==> config.mk <==
export PLATFORM = sky130hd
export DESIGN_NAME = controlador_contador_t
export DESIGN_NICKNAME = d
export VERILOG_FILES = /design/src/rtl/controlador_contador_t_pkg.sv /design/src/rtl/gerador_excitacao_t.sv /design/src/rtl/controlador_contador_t.sv
export SDC_FILE = /design/constraint.sdc
export NUM_CORES = 1
export LEC_CHECK = 0
export CAP_MARGIN = 30
export CORE_UTILIZATION = 40
export DETAILED_ROUTE_END_ITERATION = 10
export GPL_TIMING_DRIVEN = 0
export PLACE_DENSITY = 0.74
export SETUP_SLACK_MARGIN = 0.1
export SLEW_MARGIN = 5
export SYNTH_ARGS = -nofsm -noshare
export SYNTH_HDL_FRONTEND = slang
export SYNTH_HIERARCHICAL = 1
export SYNTH_SLANG_ARGS = --single-unit
export TNS_END_PERCENT = 1
==> constraint.sdc <==
create_clock -name clk -period 0.99 [get_ports clk]
set_input_delay 0.099 -clock clk [delete_from_list [all_inputs] [get_ports clk]]
set_output_delay 0.099 -clock clk [all_outputs]
set_load 0.005 [all_outputs]
==> src/rtl/controlador_contador_t_pkg.sv <==
// Shared state encoding and width default for the T flip-flop bank sequencer.
// No logic and no latency. The PRESET state is only reachable when CONTADOR_T_PRESET_EN is defined.
package controlador_contador_t_pkg;

  localparam int DEF_WIDTH = 4;

  typedef enum logic [2:0] {
    ST_IDLE   = 3'd0,
    ST_CLEAR  = 3'd1,
    ST_LOAD   = 3'd2,
    ST_RUN    = 3'd3,
    ST_DONE   = 3'd4,
    ST_PRESET = 3'd5
  } state_t;

endpackage

==> src/rtl/gerador_excitacao_t.sv <==
// Combinational next-count, toggle excitation, wrap and terminal detect for a WIDTH-bit T bank.
// Zero latency, no backpressure. CONTADOR_T_PRESET_EN makes all-ones a down-count reload point.
module gerador_excitacao_t #(
  parameter int WIDTH = 4
) (
  input  logic [WIDTH-1:0] q,
  input  logic [WIDTH-1:0] limit,
  input  logic             dir,
  output logic [WIDTH-1:0] t_run,
  output logic             wrap,
  output logic             at_term
);

  localparam logic [WIDTH-1:0] ONE = WIDTH'(1);

  logic [WIDTH-1:0] nxt;
  logic             reload;

  // Out-of-range values (q > limit) fold back onto the reload value, counted as a wrap.
  always_comb begin
    reload = 1'b0;
    nxt    = q;
    if (dir) begin
      reload = (q >= limit);
      nxt    = reload ? '0 : q + ONE;
    end else begin
      reload = (q == '0) || (q > limit);
`ifdef CONTADOR_T_PRESET_EN
      if (q == '1) reload = 1'b1;
`endif
      nxt    = reload ? limit : q - ONE;
    end
  end

  assign t_run   = q ^ nxt;
  assign wrap    = reload;
  assign at_term = dir ? (q == limit) : (q == '0);

endmodule

==> src/rtl/controlador_contador_t.sv <==
// Sequencer for a bank of T flip-flops: CLEAR/LOAD/RUN/DONE FSM, outputs registered one cycle after decision.
// No backpressure (start/stop/load are level commands); CONTADOR_T_PRESET_EN adds a PRESET entry for down runs.
module controlador_contador_t
  import controlador_contador_t_pkg::*;
#(
  parameter int WIDTH = DEF_WIDTH
) (
  input  logic             clk,
  input  logic             clr_n,
  input  logic             start,
  input  logic             stop,
  input  logic             load,
  input  logic [WIDTH-1:0] load_val,
  input  logic             dir,
  input  logic             one_shot,
  input  logic [WIDTH-1:0] limit,
  input  logic [WIDTH-1:0] q,
  output logic [WIDTH-1:0] t,
  output logic             ff_clr,
  output logic             ff_prst,
  output logic             ff_en,
  output logic             busy,
  output logic             done,
  output logic             wrap
);

  state_t           state;
  logic [WIDTH-1:0] t_run;
  logic             gen_wrap;
  logic             at_term;

  gerador_excitacao_t #(.WIDTH(WIDTH)) u_gerador (
    .q       (q),
    .limit   (limit),
    .dir     (dir),
    .t_run   (t_run),
    .wrap    (gen_wrap),
    .at_term (at_term)
  );

`ifndef CONTADOR_T_PRESET_EN
  assign ff_prst = 1'b0;
`endif

  // Outputs are loaded with the values for the state being entered, so the bank
  // sees them at the following falling edge. Leaving CLEAR/PRESET already makes
  // the first count decision on the freshly cleared q.
  always_ff @(posedge clk or negedge clr_n) begin
    if (!clr_n) begin
      state   <= ST_IDLE;
      t       <= '0;
      ff_clr  <= 1'b0;
      ff_en   <= 1'b0;
      busy    <= 1'b0;
      done    <= 1'b0;
      wrap    <= 1'b0;
`ifdef CONTADOR_T_PRESET_EN
      ff_prst <= 1'b0;
`endif
    end else begin
      t       <= '0;
      ff_clr  <= 1'b0;
      ff_en   <= 1'b0;
      busy    <= 1'b0;
      done    <= 1'b0;
      wrap    <= 1'b0;
`ifdef CONTADOR_T_PRESET_EN
      ff_prst <= 1'b0;
`endif
      case (state)
        ST_IDLE: begin
          if (start) begin
            ff_en <= 1'b1;
            busy  <= 1'b1;
`ifdef CONTADOR_T_PRESET_EN
            if (!dir) begin
              state   <= ST_PRESET;
              ff_prst <= 1'b1;
            end else begin
              state  <= ST_CLEAR;
              ff_clr <= 1'b1;
            end
`else
            state  <= ST_CLEAR;
            ff_clr <= 1'b1;
`endif
          end else if (load) begin
            state <= ST_LOAD;
            ff_en <= 1'b1;
            busy  <= 1'b1;
            t     <= q ^ load_val;
          end
        end
        ST_CLEAR, ST_PRESET, ST_RUN: begin
          if (stop) begin
            state <= ST_IDLE;
          end else if (one_shot && at_term) begin
            state <= ST_DONE;
            done  <= 1'b1;
          end else begin
            state <= ST_RUN;
            ff_en <= 1'b1;
            busy  <= 1'b1;
            t     <= t_run;
            wrap  <= gen_wrap;
          end
        end
        ST_LOAD: state <= ST_IDLE;
        ST_DONE: state <= ST_IDLE;
        default: state <= ST_IDLE;
      endcase
    end
  end

endmodule

# After elaboration in Yosys (flattened, before gate mapping)
# Cells that the tools add are included.
# W data, S select, Z words.
# op_classes
n_addsub,2
n_eq_ne,5
magnitude_cmp,2
bitwise_logic,2
mul,0
reduce_logical,5
muxes,28
shift,0
n_div,0
# ops
operator,n
$mux W4,7
$mux W1,14
$mux W3,4
$pmux W4 S2,1
$xor A4 B4 Y4,2
$pmux W3 S2,1
$add A4 B1 Y4 const B,1
$eq A4 B4 Y1,1
$ge A4 B4 Y1,1
$gt A4 B4 Y1,1
$logic_not A4 Y1,1
$sub A4 B1 Y4 const B,1
$eq A3 B1 Y1 const B,1
$eq A3 B2 Y1 const B,1
$eq A3 B3 Y1 const B,1
$logic_not A3 Y1,1
$ne A3 B3 Y1 const B,1
$reduce_or A3 Y1,1
$pmux W1 S2,1
$logic_and A1 B1 Y1,1
$logic_or A1 B1 Y1,1
# word_totals
out_inout_bits,10
mem_bits_rw,0
register_bits,11
memories,0
elab_cells,50
inputBits,19
romBits,0
latchBits,0

# Longest topological paths before layout
# Gate-level depths: netlist (run 1).
# logic_depth
depth_word,8
depth_mapped,9
depth_no_buf,8

# Cells and area by module
# Netlist (run 1), hierarchy kept.
# by_module_without_submodules
mod,instances,seq_area_each_um2,cells_per_inst,area_per_inst_um2
controlador_contador_t,1,275.3,36,455.4
gerador_excitacao_t,1,0.0,57,414.1

# Worst setup path before layout (run 1)
# No wires, ideal clock.
# synth_timing
kind,input to register
startpoint,in limit[3]
endpoint,reg t[3]
n_path_buf,0
required_time_ps,912
setup_time_ps,78
arrival_ps,1647
cell_stages,8
slack_ps,-735
path_cell_list,inv_1 > ha_1 > a21oi_1 > and2_4 > a21o_1 > mux2_2 > o211ai_2 > o2bb2ai_1
# synth_via
elab_chain_cells,8
word_cells_on_any_way,13
classes_between,2 x order compare; 1 x eq/ne; 7 x mux; 1 x bitwise; 2 x reduce/logical
# synth_lines
element,line_no,rtl
start: declaration,controlador_contador_t.sv:16,"input logic [WIDTH-1:0] limit,"
$gt A4 B4 Y1,gerador_excitacao_t.sv:27,reload = (q == '0) || (q > limit);
$logic_or A1 B1 Y1,gerador_excitacao_t.sv:27,
$mux W4,gerador_excitacao_t.sv:31,nxt = reload ? limit : q - ONE;
$mux W4 (*),gerador_excitacao_t.sv:23,if (dir) begin
$xor A4 B4 Y4 (*),gerador_excitacao_t.sv:35,assign t_run = q ^ nxt;
net t_run[3],controlador_contador_t.sv:28,logic [WIDTH-1:0] t_run;
$mux W4 (*),controlador_contador_t.sv:97,end else if (one_shot && at_term) begin
$mux W4 (*),controlador_contador_t.sv:95,if (stop) begin
$pmux W4 S2 (*),controlador_contador_t.sv:70,case (state)
end signal: assignment,controlador_contador_t.sv:91,t <= q ^ load_val;
end signal: assignment,controlador_contador_t.sv:104,t <= t_run;
end: declaration,controlador_contador_t.sv:18,"output logic [WIDTH-1:0] t,"
# The timed path passes the listed nets; every way through them passes the cells marked *.
# A chain may end at the register's enable or synchronous reset.

# Worst setup path in the final report (run 1)
# layout_timing
startpoint,in q[1]
endpoint,reg t[0]
# layout_via
elab_chain_cells,8
word_cells_on_any_way,14
classes_between,2 x order compare; 1 x eq/ne; 7 x mux; 1 x bitwise; 3 x reduce/logical
# layout_lines
element,line_no,rtl
start: declaration,controlador_contador_t.sv:17,"input logic [WIDTH-1:0] q,"
$gt A4 B4 Y1 or $logic_not A4 Y1 (tied branches),gerador_excitacao_t.sv:27,
$logic_or A1 B1 Y1,gerador_excitacao_t.sv:27,
$mux W4,gerador_excitacao_t.sv:31,
$mux W4 (*),gerador_excitacao_t.sv:23,
$xor A4 B4 Y4 (*),gerador_excitacao_t.sv:35,
net t_run[0],controlador_contador_t.sv:28,
$mux W4 (*),controlador_contador_t.sv:97,
$mux W4 (*),controlador_contador_t.sv:95,
$pmux W4 S2 (*),controlador_contador_t.sv:70,
# Marked as above.

==> results of run 1 <==
synth_stat cells, types with 2 or more instances:
cell type / n / share of area [%]
dfrtp_1: 11 / 32
nand2_1: 7 / 3.0
ha_1: 6 / 8.6
inv_1: 6 / 2.6
nor2_1: 6 / 2.6
nand4_1: 5 / 3.6
xnor2_1: 5 / 5.0
o2bb2ai_1: 4 / 4.0
nor3_1: 3 / 1.7
o21ai_0: 3 / 1.7
a21o_1: 2 / 1.7
a21oi_1: 2 / 1.2
and2_1: 2 / 1.4
and2_4: 2 / 2.0
and4_1: 2 / 2.0
buf_4: 2 / 1.7
nand2b_1: 2 / 1.4
nor4bb_1: 2 / 2.3
o211ai_2: 2 / 2.9
worst max-delay path: stages:
cell and delay [ps]:
buf_12 110, clkinv_4 40, ha_4 120, or3b_4 390, and2_4 190, a21o_4 220, o21a_1 170, o31a_1 290
o2bb2ai_2 120
power by group:
| group | internal, mW | switching [mW] |
|---|---|---|
| clock network | 0.156 | 0.136 |
| logic | 0.442 | 0.334 |
| registers | 0.526 | 0.0360 |
sequential cells by signal, summed over array words and instances (netlist names):
name and count:
busy 1, t 4, state 3, wrap 1
ff_clr 1, done 1
final cells by class:
cell class	count	area (um^2)	area share, %
plain buffers	4	43.79	3.043
clock buffers	4	26.28	1.826
inverters	6	40.04	2.783
multi-input cells	73	701.9	48.78
flip-flops and latches	11	275.3	19.13
well taps	27	33.78	2.348
repair buffers	38	317.8	22.09
cell families after synthesis:
kind of cell | share of synthesized area (%)
simple gates | 24.89
compound gates | 21.44
flops | 31.65
buf+inv | 5.322
fa+ha+maj | 8.633
xor+xnor | 5.036
mux | 2.590
other cells | 0.4312
what timing repair did:
action,in CTS,in global routing
cloned,1,0
pin swaps,12,12
endpoints found under the setup margin,20,13
buffers inserted,6,5
hold buffers,0,0
gates resized for setup,89,23
metal layers:
layer  wire length (um)  vias to the layer above  global-route usage, %
met5                  0                        -                      0
met1                998                      430                  23.32
met4                 64                        0                  12.25
met2               1356                       38                  39.58
li1                   -                      435                      -
met3                 95                        8                  2.830
worst max-delay path by stage:
stage / startpoint / end / slack (ps) / depth (start not counted)
global placement: q[0] / state[0]$_DFFE_PN0P_ / -1480 / 9
detailed placement: q[0] / state[0]$_DFFE_PN0P_ / -1450 / 9
finish: q[1] / t[0]$_DFF_PN0_ / -630 / 9
CTS: q[3] / t[0]$_DFF_PN0_ / -620 / 7
floorplan: q[0] / t[0]$_DFF_PN0_ / -670 / 8
global route: q[1] / t[0]$_DFF_PN0_ / -650 / 9
metrics by stage:
stage,cell area (um^2),utilization [%]
floorplan,908.4,-
global placement,1212,60.56
detailed placement,1212,60.56
CTS,1351,67.50
global route,1439,71.88
finish,1439,71.88
==> impl_metrics.yaml, run 1 <==
synthesis:
  yosys_most_used_dff: "dfrtp_1"
  avgSynthCellArea_um2: 9.350
  ys_ff_latch: 11
  yosys_warnings: 6
  postSynth.asyncResetShare_pct: 100.0
  synth_cell_types: 38
  synth_area_um2: 869.6
  seq_area_frac_synth_pct: 31.65
  syn-num-nets: 118
  synth_cells: 93
  synth_edf_count: 0
pwr:
  power_per_cell_area_nw_per_um2: 1132
  total_power_mw: 1.629
  ir_drop_mv: 0.7142
  p_leak_nw: 0.6310
grt:
  grt_max_degree: 12
  grt_usage_pct: 21.50
  antenna_found_initial: 0
  grt_pass1_vias: 860
  grt.overflow.total: 0
  grt_pass1_wl_um: 3905
setup_path:
  path_class: "in -> reg"
  timing.rr.end: "state[0]$_DFFE_PN0P_"
  rr_startpoint: "state[2]$_DFFE_PN0P_"
  r2r_cells: 4
  critPathLaunchType: "input port"
  r2r_slack_ps: -120
  worst_ep_arrival_time_ps: 1770
  worstPathRequired_ps: 1140
  endpoint_kind: "flip-flop"
  crit_fanout: 5
place:
  port-buffer-count: 27
  place_ws_ps: -1453
  placed_cells: 147
  gp_congestion: 0.8926
  hpwlAfterDp_um: 1593
timing:
  finalSetupTns_ps: -4839
  fin_crit_ps: 1615
  fin_crit_sh_pct: 163.2
  holdWs_ps: 162.5
  finalClockSkew_ps: 4.004
  rsz0062_at_grt: "yes"
  hold_violations: 0
  max_freq_mhz: 619.0
  setup_viol: 10
  final_max_slew_viol_count: 0
  setup_ws_ps: -625.4
routing:
  route.vias.total: 911
  route.detailed.drc: 0
  final_antenna_net_count: 0
  route.final.wire_length_um: 2515
  drt_iter0_markers: 17
  first_pass_iters: 4
  wl_per_cell_um: 15.43
  routed_via_density: 5.589
layout:
  antennaDiodeCount: 0
  fin_nets: 162
  fillers: 144
  drive_gt1_share_pct: 48.53
  stdcell_count: 163
  areaGrowthSynthToFinish_pct: 65.47
  layout_common_cells: "11 x dfrtp_1, 11 x buf_2, 10 x buf_4, 10 x clkdlybuf4s50_1, 7 x nand2_1"
cts:
  clk_pin_slew_ps: 60
  h-tree-depth: 1
  numCtsBuffers: 3
  cts.sinks: 11
  cts_tree: "built"
  root_buffer: "clkbuf_4"
  clockBufferDepth: 2
  clk-insertion-delay-late_ps: 260
outcome:
  violations: "setup timing"
  outcome: "complete, but fails checks"
floorplanning:
  initial_core_util_pct: 43.44
  rows: 16
  num_io_pins: 29
  core-area_um2: 2002
  dieArea_um2: 2364
  fp.dieW_um: 48.63
  die_y_um: 48.63
flow_run:
  maxCapViolations: 0
worst_hold_path:
  hp-class: "in -> async"
Power figures use the tool's default switching activity.
==> run 2: changes to the inputs <==
CORE_ASPECT_RATIO = 1.5   (was default)
==> run 2 against run 1 <==
Against the previous run:
- the flow still finishes with violations (setup timing)
- utilization down 1.1 points
- combinational power up 3.4%
- clock skew down 0.65 ps
- highest routed layer unchanged
- worst setup slack better by 18 ps
- cell area down 0.26%
- non-clock buffer count up 2
- critical path type unchanged
- sequential power about the same
- final cell count down 2.5%
==> impl_metrics.yaml, run 2 (same netlist as run 1, synthesis figures left out) <==
grt:
  grt_usage_pct: 24.98
  grt_pass1_wl_um: 4098
  grt_pass1_vias: 973
  antenna_found_initial: 0
  grt.overflow.total: 0
  grt_max_degree: 12
timing:
  rsz0062_at_grt: "yes"
  final_max_slew_viol_count: 0
  setup_ws_ps: -607.3
  max_freq_mhz: 626.0
  fin_crit_sh_pct: 161.3
  fin_crit_ps: 1597
  setup_viol: 10
  finalClockSkew_ps: 3.350
  hold_violations: 0
  holdWs_ps: 149.0
place:
  hpwlAfterDp_um: 1728
  port-buffer-count: 27
  gp_congestion: 0.8775
outcome:
  outcome: "complete, but fails checks"
  violations: "setup timing"
routing:
  wl_per_cell_um: 15.95
  drt_iter0_markers: 19
  route.vias.total: 939
  routed_via_density: 5.906
  route.final.wire_length_um: 2536
  final_antenna_net_count: 0
  first_pass_iters: 4
  route.detailed.drc: 0
layout:
  fin_nets: 163
  layout_common_cells: "12 x buf_4, 12 x buf_2, 11 x dfrtp_1, 9 x clkdlybuf4s50_1"
  antennaDiodeCount: 0
  largest_reg_flops: 4
  regArea_um2: 275.3
  top_register: "t"
  multi_input_area_um2: 694.4
  top_regs: "t (4), state (3)"
  drive_gt1_share_pct: 48.91
  fin_util_pct: 70.80
  areaGrowthSynthToFinish_pct: 65.04
  fillers: 156
cts:
  numCtsBuffers: 3
  clk-insertion-delay-late_ps: 270
  cts.sinks: 11
  hold_buffers: 0
  clockBufferDepth: 2
  h-tree-depth: 1
  cts_tree: "built"
  clk_pin_slew_ps: 70
  root_buffer: "clkbuf_4"
setup_path:
  endpoint_kind: "flip-flop"
  worstPathRequired_ps: 1190
  cp_top_family: "simple AND/OR/NAND/NOR gates"
  crit_fanout: 4
  r2r_slack_ps: -130
  critPathLaunchType: "input port"
  path_class: "in -> reg"
  slowest_stage: "mux2_4"
  cp.depth: 11
  timing.rr.end: "state[0]$_DFFE_PN0P_"
  rr_startpoint: "state[2]$_DFFE_PN0P_"
  crit_chain: "buf_12, inv_8, buf_4, ha_4, and4_4, and2_4, a21o_1, buf_6, mux2_4, o211ai_2, o2bb2ai_1"
  cp.buffers_inverters: 4
  r2r_cells: 4
  worst_ep_arrival_time_ps: 1800
  slowest_delay_ps: 290
floorplanning:
  core-area_um2: 2027
  fp.dieW_um: 40.07
  initial_core_util_pct: 42.90
  dieArea_um2: 2368
  num_io_pins: 29
  rows: 20
  die_y_um: 59.11
pwr:
  p_leak_nw: 0.6614
  ir_drop_mv: 0.5626
  power_per_cell_area_nw_per_um2: 1163
  total_power_mw: 1.668
flow_run:
  maxCapViolations: 0
worst_hold_path:
  hp-class: "in -> async"
run 2: per-stage QoR:
| stage | instance area [um^2] | setup slack [ps] | std cells | TNS (ps) |
|---|---|---|---|---|
| global route | 1435 | -651.1 | 159 | -5197 |
| CTS | 1400 | -601.6 | 158 | -4144 |
| floorplan | 908.4 | -669.9 | 93 | -5358 |
| finish | 1435 | -607.3 | 159 | -4798 |
| global placement | 1206 | -1472 | 142 | -13540 |
| detailed placement | 1206 | -1474 | 142 | -13600 |
run 2: final cells by class:
class / instances / share of cell area, %
Tap cell: 22 / 1.918
Clock buffer: 4 / 1.831
Multi-Input combinational cell: 72 / 48.39
Timing Repair Buffer: 40 / 23.10
Inverter: 6 / 2.267
Sequential cell: 11 / 19.18
Buffer: 4 / 3.313
run 2: how the worst max path moves through the flow:
stage	from	end	slack [ps]
floorplan	q[0]	t[0]$_DFF_PN0_	-670
global placement	q[0]	state[0]$_DFFE_PN0P_	-1470
detailed placement	q[0]	state[0]$_DFFE_PN0P_	-1470
CTS	q[1]	t[0]$_DFF_PN0_	-600
global route	q[0]	t[3]$_DFF_PN0_	-650
finish	q[0]	t[3]$_DFF_PN0_	-610
run 2: where the power goes:
group / switching [mW] / internal (mW)
Combinational: 0.339 / 0.463
Clock: 0.146 / 0.156
Sequential: 0.0379 / 0.526
run 2: routing by layer:
metal | global-route usage [%] | up-vias | wire length (um)
met5 | 0 | - | 0
met4 | 17.73 | 0 | 122
met3 | 1.880 | 12 | 137
met1 | 22.75 | 451 | 852
met2 | 46.77 | 44 | 1422
li1 | - | 432 | -
run 2: worst reg2reg max path: stages, from the launching register on:
cell	delay, ps
dfrtp_1	370
nand2_1	90
and4b_1	220
buf_8	140
or2_1	190
run 2: timing repair:
item,4_1_cts,5_1_grt
cloned,0,0
pin swaps,17,5
gates resized for setup,103,7
buffers inserted,12,1
setup endpoints to repair,20,14
